--- src/rtl/i2c_pkg.sv ---
// ---------------------------------------------------------------------------
// i2c_pkg
// Shared constants for the I2C bus front-end: default synchroniser depth,
// default debounce counter width and the idle (released) line level.
// ---------------------------------------------------------------------------
package i2c_pkg;

    localparam int I2C_SYNC_STAGES = 2;
    localparam int I2C_DBC_W       = 14;

    // Both I2C lines idle high (pull-ups), so every reset value uses this.
    localparam logic I2C_IDLE = 1'b1;

endpackage

--- src/rtl/i2c_glitch_filter.sv ---
// ---------------------------------------------------------------------------
// i2c_glitch_filter
// Synchronises one raw I2C pad line and debounces it. The filtered level only
// follows the synchronised input after it has differed for debounce_cnt+1
// consecutive cycles.
//
// Ports:
//   clk          system clock
//   rstn         asynchronous active-low reset
//   srstn        synchronous active-low soft reset
//   din          raw pad input (asynchronous to clk)
//   debounce_cnt stability cycles required before level changes
//   level        filtered, registered line level
// ---------------------------------------------------------------------------
module i2c_glitch_filter
    import i2c_pkg::*;
#(
    parameter int SYNC_STAGES = I2C_SYNC_STAGES,
    parameter int DBC_W       = I2C_DBC_W
) (
    input  logic             clk,
    input  logic             rstn,
    input  logic             srstn,
    input  logic             din,
    input  logic [DBC_W-1:0] debounce_cnt,
    output logic             level
);

    localparam logic [DBC_W-1:0] CNT_ZERO = {DBC_W{1'b0}};
    localparam logic [DBC_W-1:0] CNT_ONE  = {{(DBC_W-1){1'b0}}, 1'b1};
    localparam logic [DBC_W-1:0] CNT_MAX  = {DBC_W{1'b1}};

    logic [SYNC_STAGES-1:0] sync_r;
    logic [DBC_W-1:0]       cnt_r;
    logic                   level_r;
    logic                   sync_s;

    assign sync_s = sync_r[SYNC_STAGES-1];
    assign level  = level_r;

    // Metastability synchroniser chain for the raw pad input.
    always_ff @(posedge clk or negedge rstn) begin
        if (!rstn) begin
            sync_r <= {SYNC_STAGES{I2C_IDLE}};
        end else if (!srstn) begin
            sync_r <= {SYNC_STAGES{I2C_IDLE}};
        end else begin
            sync_r <= {sync_r[SYNC_STAGES-2:0], din};
        end
    end

    // Debounce counter and filtered level. The threshold compare uses >= so
    // that lowering debounce_cnt below a count already in flight applies on
    // the next compare instead of leaving the counter stuck until saturation.
    always_ff @(posedge clk or negedge rstn) begin
        if (!rstn) begin
            cnt_r   <= CNT_ZERO;
            level_r <= I2C_IDLE;
        end else if (!srstn) begin
            cnt_r   <= CNT_ZERO;
            level_r <= I2C_IDLE;
        end else if (sync_s == level_r) begin
            cnt_r   <= CNT_ZERO;
            level_r <= level_r;
        end else if (cnt_r >= debounce_cnt) begin
            cnt_r   <= CNT_ZERO;
            level_r <= sync_s;
        end else if (cnt_r != CNT_MAX) begin
            cnt_r   <= cnt_r + CNT_ONE;
            level_r <= level_r;
        end else begin
            cnt_r   <= cnt_r;
            level_r <= level_r;
        end
    end

endmodule

--- src/rtl/i2c_bus_mon.sv ---
// ---------------------------------------------------------------------------
// i2c_bus_mon
// Front-end monitor between the I2C pads and i2c_core. Filters SCL/SDA and
// derives SCL edge strobes, START/STOP pulses, bus-busy state and master
// arbitration loss. All strobes are registered one-cycle pulses asserted the
// cycle after the filtered edge that causes them.
//
// Optional feature macro: I2C_BUS_TIMEOUT_EN
//   When defined, adds tout_cnt/bus_tout and an SCL-low timeout counter whose
//   expiry pulses bus_tout once and clears bus_busy.
//
// Ports:
//   clk, rstn       clock, asynchronous active-low reset
//   srstn           synchronous active-low soft reset
//   scl_i, sda_i    raw pad inputs
//   debounce_cnt    debounce stability cycles
//   mst_act         core is acting as master
//   sda_oe          core pulls SDA low (1 = drive 0)
//   tout_cnt        SCL-low timeout limit, 0 disables (timeout builds only)
//   bus_tout        timeout pulse (timeout builds only)
//   scl_f, sda_f    filtered levels
//   scl_rise/fall   SCL edge strobes
//   sta_det/sto_det START / STOP pulses
//   bus_busy        bus held between START and STOP
//   arb_lost        arbitration-loss pulse
// ---------------------------------------------------------------------------
module i2c_bus_mon
    import i2c_pkg::*;
#(
    parameter int SYNC_STAGES = I2C_SYNC_STAGES,
    parameter int DBC_W       = I2C_DBC_W
) (
    input  logic             clk,
    input  logic             rstn,
    input  logic             srstn,
    input  logic             scl_i,
    input  logic             sda_i,
    input  logic [DBC_W-1:0] debounce_cnt,
    input  logic             mst_act,
    input  logic             sda_oe,
`ifdef I2C_BUS_TIMEOUT_EN
    input  logic [31:0]      tout_cnt,
    output logic             bus_tout,
`endif
    output logic             scl_f,
    output logic             sda_f,
    output logic             scl_rise,
    output logic             scl_fall,
    output logic             sta_det,
    output logic             sto_det,
    output logic             bus_busy,
    output logic             arb_lost
);

    logic scl_prev_r, sda_prev_r;
    logic scl_rise_r, scl_fall_r, sta_det_r, sto_det_r, bus_busy_r, arb_lost_r;
    logic rise_s, fall_s, scl_stable_hi_s, sta_s, sto_s, arb_s, tout_clr_s;

    i2c_glitch_filter #(
        .SYNC_STAGES (SYNC_STAGES),
        .DBC_W       (DBC_W)
    ) u_scl_filt (
        .clk          (clk),
        .rstn         (rstn),
        .srstn        (srstn),
        .din          (scl_i),
        .debounce_cnt (debounce_cnt),
        .level        (scl_f)
    );

    i2c_glitch_filter #(
        .SYNC_STAGES (SYNC_STAGES),
        .DBC_W       (DBC_W)
    ) u_sda_filt (
        .clk          (clk),
        .rstn         (rstn),
        .srstn        (srstn),
        .din          (sda_i),
        .debounce_cnt (debounce_cnt),
        .level        (sda_f)
    );

    // START/STOP need SCL high both now and last cycle, so a simultaneous
    // SCL and SDA change is never taken as a bus condition.
    assign rise_s          = scl_f & ~scl_prev_r;
    assign fall_s          = ~scl_f & scl_prev_r;
    assign scl_stable_hi_s = scl_f & scl_prev_r;
    assign sta_s           = scl_stable_hi_s & ~sda_f & sda_prev_r;
    assign sto_s           = scl_stable_hi_s & sda_f & ~sda_prev_r;
    // Lost if we released SDA but it reads low at SCL rise, or if a STOP
    // appears while we are still pulling SDA low.
    assign arb_s           = (rise_s & mst_act & ~sda_oe & ~sda_f) |
                             (sto_s & mst_act & sda_oe);

    // Edge history, registered strobes and bus-busy tracking.
    always_ff @(posedge clk or negedge rstn) begin
        if (!rstn) begin
            scl_prev_r <= I2C_IDLE;
            sda_prev_r <= I2C_IDLE;
            scl_rise_r <= 1'b0;
            scl_fall_r <= 1'b0;
            sta_det_r  <= 1'b0;
            sto_det_r  <= 1'b0;
            arb_lost_r <= 1'b0;
            bus_busy_r <= 1'b0;
        end else if (!srstn) begin
            scl_prev_r <= I2C_IDLE;
            sda_prev_r <= I2C_IDLE;
            scl_rise_r <= 1'b0;
            scl_fall_r <= 1'b0;
            sta_det_r  <= 1'b0;
            sto_det_r  <= 1'b0;
            arb_lost_r <= 1'b0;
            bus_busy_r <= 1'b0;
        end else begin
            scl_prev_r <= scl_f;
            sda_prev_r <= sda_f;
            scl_rise_r <= rise_s;
            scl_fall_r <= fall_s;
            sta_det_r  <= sta_s;
            sto_det_r  <= sto_s;
            arb_lost_r <= arb_s;
            if (sto_det_r || tout_clr_s) begin
                bus_busy_r <= 1'b0;
            end else if (sta_det_r) begin
                bus_busy_r <= 1'b1;
            end else begin
                bus_busy_r <= bus_busy_r;
            end
        end
    end

`ifdef I2C_BUS_TIMEOUT_EN
    logic [31:0] tout_r;
    logic        bus_tout_r;

    // SCL-low timeout: counts low cycles, pulses once on reaching the limit,
    // then holds until SCL returns high.
    always_ff @(posedge clk or negedge rstn) begin
        if (!rstn) begin
            tout_r     <= 32'd0;
            bus_tout_r <= 1'b0;
        end else if (!srstn) begin
            tout_r     <= 32'd0;
            bus_tout_r <= 1'b0;
        end else if (scl_f) begin
            tout_r     <= 32'd0;
            bus_tout_r <= 1'b0;
        end else if ((tout_cnt != 32'd0) && (tout_r < tout_cnt)) begin
            tout_r     <= tout_r + 32'd1;
            bus_tout_r <= ((tout_r + 32'd1) == tout_cnt);
        end else begin
            tout_r     <= tout_r;
            bus_tout_r <= 1'b0;
        end
    end

    assign bus_tout   = bus_tout_r;
    assign tout_clr_s = bus_tout_r;
`else
    assign tout_clr_s = 1'b0;
`endif

    assign scl_rise = scl_rise_r;
    assign scl_fall = scl_fall_r;
    assign sta_det  = sta_det_r;
    assign sto_det  = sto_det_r;
    assign arb_lost = arb_lost_r;
    assign bus_busy = bus_busy_r;

endmodule
--- config.mk ---
export PLATFORM = sky130hd
export DESIGN_NAME = i2c_bus_mon
export DESIGN_NICKNAME = d
export VERILOG_FILES = /design/src/rtl/i2c_pkg.sv /design/src/rtl/i2c_glitch_filter.sv /design/src/rtl/i2c_bus_mon.sv
export SDC_FILE = /design/constraint.sdc
export NUM_CORES = 1
export LEC_CHECK = 0
export ABC_CLOCK_PERIOD_IN_PS = 4990
export BUFFER_PORTS_ARGS = -buffer_cell sky130_fd_sc_hd__buf_4
export CAP_MARGIN = 5
export CORE_MARGIN = 8
export CORE_UTILIZATION = 60
export DETAILED_ROUTE_END_ITERATION = 16
export GPL_ROUTABILITY_DRIVEN = 0
export HOLD_SLACK_MARGIN = 0.1
export PLACE_DENSITY_LB_ADDON = 0.2
export SYNTH_ARGS = -nofsm -noshare
export SYNTH_HDL_FRONTEND = slang
export SYNTH_SLANG_ARGS = --single-unit
--- constraint.sdc ---
create_clock -name clk -period 4.99 [get_ports clk]
set_clock_uncertainty 0.1 [all_clocks]
set_input_delay 0.2495 -clock clk [delete_from_list [all_inputs] [get_ports clk]]
set_output_delay 0.2495 -clock clk [all_outputs]
set_load 0.01 [all_outputs]
---- Yosys cells after proc, flatten, opt, wreduce, memory -nomap -nowiden ----
Cells that the tools add are included.
word-level totals
  logic and storage cells ................. 75
  bits of input ports ..................... 21
  output and inout port bits .............. 8
  flip-flop bits (word level) ............. 42
cells by class
  muxes and demuxes ....................... 26
  reduce and logical (&&, ||, !) cells .... 2
  bitwise operators ....................... 18
  eq/ne operators ......................... 11
  order comparisons ....................... 2
  add/subtract/negate cells ............... 2
operators by type and width
  operator               count
  $mux 14                8
  $add 14x1->14 const B  2
  $ge 14x14->1           2
  $ne 14x14->1 const B   2
  $mux 1                 16
  $and 1x1->1            12
  $ne 4x1->1 const B     2
  $not 1->1              5
  $mux 2                 2
  $ne 2x1->1 const B     2
  $ne 2x2->1 const B     2
  $reduce_and 2->1       2
  $ne 3x1->1 const B     1
  $eq 1x1->1             2
  $or 1x1->1             1

---- Longest topological paths before layout ----
  depth in word-level cells ............... 7
  depth in mapped cells ................... 8
  depth with buffers taken out ............ 7

---- By module ----
Synthesis repeated with hierarchy kept, for this count alone.
second synthesis, totals
  cells, all modules ...................... 278
  area, all modules ....................... 2816.5 sq um
modules (own cells, without submodules)
  module             area each (sq um)  times used  cells each  sequential area each (sq um)
  i2c_glitch_filter  1266.2             2           127         429.2
  i2c_bus_mon        284.0              1           24          202.7

---- Worst setup path after synthesis ----
OpenSTA, ideal clock, no wires.
  kind .................................... register -> register
  from .................................... register u_sda_filt.cnt_r[11]
  to ...................................... register u_sda_filt.cnt_r[0]
  library setup time ...................... 81 ps
  arrival time ............................ 1864 ps
  period minus slack after synthesis ...... 2046 ps
  stages on the path, launching flop included .. 8
  required time ........................... 4809 ps
  path slack .............................. 2944 ps
  path buffers ............................ 1
  path through ............................ dfrtp_1 > ha_1 > a21o_1 > a21o_1 > a2111oi_4 > o211ai_2 > buf_6 > nor3_2
between the ends
  word-level cells in the longest chain between the ends .. 4
  elaborated cells between the ends (all ways) .. 6
  those cells by class .................... 1 x order compare; 2 x eq/ne; 3 x mux
RTL lines
  what                    line                     source
  start, declared         i2c_glitch_filter.sv:34  logic [DBC_W-1:0] cnt_r;
  start signal, assigned  i2c_glitch_filter.sv:69  cnt_r <= cnt_r + CNT_ONE;
  start signal, assigned  i2c_glitch_filter.sv:72  cnt_r <= cnt_r;
  $ge 14x14->1            i2c_glitch_filter.sv:65  end else if (cnt_r >= debounce_cnt) begin
  $mux 14                 i2c_glitch_filter.sv:65
  $mux 14                 i2c_glitch_filter.sv:62  end else if (sync_s == level_r) begin
  $mux 14                 i2c_glitch_filter.sv:59  end else if (!srstn) begin
Several ways; a longest one is shown, not always the timed one.
A chain may end at the register's enable or synchronous reset.

---- Worst setup path after layout ----
  from .................................... register u_scl_filt.cnt_r[1]
  to ...................................... register u_scl_filt.cnt_r[1]
between the ends
  word-level cells in the longest chain between the ends .. 5
  elaborated cells between the ends (all ways) .. 8
  those cells by class .................... 1 x add/sub; 1 x order compare; 2 x eq/ne; 4 x mux
RTL lines
  what                    line                     source
  start, declared         i2c_glitch_filter.sv:34
  start signal, assigned  i2c_glitch_filter.sv:69
  start signal, assigned  i2c_glitch_filter.sv:72
  $add 14x1->14           i2c_glitch_filter.sv:69
  $mux 14                 i2c_glitch_filter.sv:68  end else if (cnt_r != CNT_MAX) begin
  $mux 14                 i2c_glitch_filter.sv:65
  $mux 14                 i2c_glitch_filter.sv:62
  $mux 14                 i2c_glitch_filter.sv:59
Several ways; a longest one is shown, not always the timed one. The select of a mux whose other input is x is not followed.

==> out/summary.txt <==
Register area: 1060 µm²
Vias: 2,118
EDFF count, synth: 0
Worst Setup End Kind: flip-flop
DRC: 0
Cts bufs inserted: 5
Final Util: 0.712
F_max: 0.417 GHz
CTS sink cnt: 42
CTS resizes: 0
Max-cap violations: 0
Top FF cell, synth: dfrtp_1
Area share of the largest cell type after synthesis: 0.310
Kind of critical path: flip-flop to flip-flop
Mean Syn Cell Area: 9.63 µm²
Synthesized flop and latch total: 42
Clock Path Buffers: 2
Post-synthesis sequential area ratio: 0.387
Min-delay worst type: primary input to flip-flop
Final worst setup slack: 2.59 ns
Leakage: 1.52 nW
Die Footprint: 6990 µm²
GRT overflow: 0
Number of global-route vias before repair: 2,086
Hold path cells: 2
Initial antenna violation count: 0
Syn_nets: 336
Hold WS: 0.119 ns
H-Tree Depth: 2
Antenna-violating nets left: 0
Proportion of layout cells with a drive suffix above 1: 0.186
Crit path time final: 2.40 ns
Worst r2r src: u_scl_filt.cnt_r[1]$_DFFE_PN0P_
# diodes: 0
Largest net degree at the start of global routing: 43
Initial core utilization: 0.626
Area grow syn2layout: 13.8%
Cell count after synthesis: 285
CTS tree: built
Max VDD drop: 148 µV
Root Buffer: clkbuf_8
# fillers: 333
Initial DRC Count: 103
R2r setup slk: 2.59 ns
DP HPWL: 4130 µm
Multi-input logic area: 1570 µm²
GR Util met2: 0.260
Per-cell routed wire length: 15.1 µm
Most frequent cells in the layout: dfrtp_1, ha_1, buf_4
Met3 usage: 0.0381
Async set or reset register ratio after synthesis: 1.00
CP required: 5.11 ns
Synth area leaders: dfrtp_1, ha_1, dfstp_2
Skew-Pair Late Insertion Delay: 0.30 ns
Die width: 83.6 µm
I/O Buffers: 28
Pwr Density: 214 nW/µm²
Final Total Pwr: 0.669 mW
First-pass GRT wire length: 9780 µm
Drt first pass iters: 4
Relative slew margins: 0.554
Arrival @ worst endpoint: 2.52 ns
Die height: 83.6 µm
Hold Crit Endpoint: arb_lost$_DFF_PN0_
All-Layer GR Usage: 0.164
Hold path startpoint: mst_act
Setup tns final: 0 ns
Layout Nets: 368
Core box area: 4380 µm²
Clock transition at path regs: 0.08 ns
Fin. Hold Viols: 0
Status: complete, no violations
Max Slew Vio Count: 0
Startpoint types: flip-flop
Most common cell after layout, fill and taps aside: dfrtp_1
RSZ-0062 raised after global routing: false
Crit-path max FO: 14
Setup violators final: 0
Synth area leader: dfrtp_1
Site row count: 24
Reg-to-reg endpoint: u_scl_filt.cnt_r[1]$_DFFE_PN0P_
Pre-CTS WS: 2.62 ns
IO Count: 29
Period utilisation layout: 0.481
Routed WL: 5580 µm
Met1 Use GR: 0.216
Worst slew pin tran: 0.667 ns
Yosys Warn Count: 0
Synthesized cell area: 2740 µm²
R2r worst-path depth: 6
Distinct cells, synth: 41
Top Usage Layer GRT: met2
DR vias/cell: 5.72
layout make-up:
type | count | area share
multi-input cells | 216 | 0.501
flip-flops and latches | 42 | 0.340
repair buffers | 31 | 0.0769
inverters | 21 | 0.0252
clock buffers | 5 | 0.0220
well taps | 52 | 0.0208
clock inverters | 3 | 0.0140
report_power, final:
group / switching, mW / internal (mW) / total (mW)
combinational: 0.0309 / 0.0221 / 0.0530
sequential: 0.00112 / 0.343 / 0.344
clock: 0.122 / 0.150 / 0.272
kinds of logic after synthesis:
kind of cell,count (synthesis),share of synthesized area
xor gates and xnor gates,21,0.0670
buffers and inverters,27,0.0429
adders and majority gates,30,0.137
DFF,42,0.387
muxes,7,0.0264
and+or+nand+nor,114,0.224
AOI/OAI and AO/OA,44,0.116
synth_stat cells, types with 3 or more instances:
master    instances
xor2_1           10
inv_1            20
nor3_2            3
dfrtp_1          34
a21oi_1          23
nand3_1          12
nor3_1           14
dfstp_2           8
nand2b_1         11
nor2_1           23
a21o_1            4
o21ai_0           9
xnor2_1          11
nand4_1           8
nand2_1          27
mux2i_1           5
ha_1             30
metal layers:
layer  wire length (µm)  vias to the layer above
li1                   -                     1064
met1               2690                     1010
met2               2590                       38
met3                248                        6
met4                 55                        0
met5                  0                        -
worst max-delay path, cell delays in order, from the launching register on:
cell     delay [ns]
dfrtp_1        0.42
ha_1           0.23
nand3_2        0.15
nor4_2         0.38
nand4_1        0.52
or2_0          0.39
a21oi_1        0.14
through the flow:
stage | instances | instance area (µm²)
floorplan | 285 | 2740
global placement | 359 | 2980
detailed placement | 359 | 2980
CTS | 370 | 3120
global route | 370 | 3120
finish | 370 | 3120
state kept, by name (all words and copies together) (netlist names):
name	cells
scl_fall	1
sto_det	1
u_sda_filt.level	1
u_sda_filt.cnt_r	14
u_scl_filt.cnt_r	14
sta_det	1
u_sda_filt.sync_r	2
u_scl_filt.level	1
scl_rise	1
u_scl_filt.sync_r	2
scl_prev_r	1
arb_lost	1
bus_busy	1
sda_prev_r	1
worst max path at each step:
stage,from,end,slack (ns),depth (start not counted)
floorplan,u_sda_filt.cnt_r[11]$_DFFE_PN0P_,u_sda_filt.cnt_r[0]$_DFFE_PN0P_,2.94,7
global placement,u_sda_filt.cnt_r[11]$_DFFE_PN0P_,u_sda_filt.cnt_r[13]$_DFFE_PN0P_,2.72,6
detailed placement,u_scl_filt.cnt_r[1]$_DFFE_PN0P_,u_scl_filt.cnt_r[1]$_DFFE_PN0P_,2.62,6
CTS,u_scl_filt.cnt_r[1]$_DFFE_PN0P_,u_scl_filt.cnt_r[1]$_DFFE_PN0P_,2.61,6
global route,u_scl_filt.cnt_r[1]$_DFFE_PN0P_,u_scl_filt.cnt_r[1]$_DFFE_PN0P_,2.30,6
finish,u_scl_filt.cnt_r[1]$_DFFE_PN0P_,u_scl_filt.cnt_r[1]$_DFFE_PN0P_,2.59,6
what timing repair did:
item,4_1_cts,5_1_grt
buffers inserted,0,0
hold endpoints to repair,36,0
hold buffers,3,0
No activity file was read; power rests on OpenSTA's default activity.
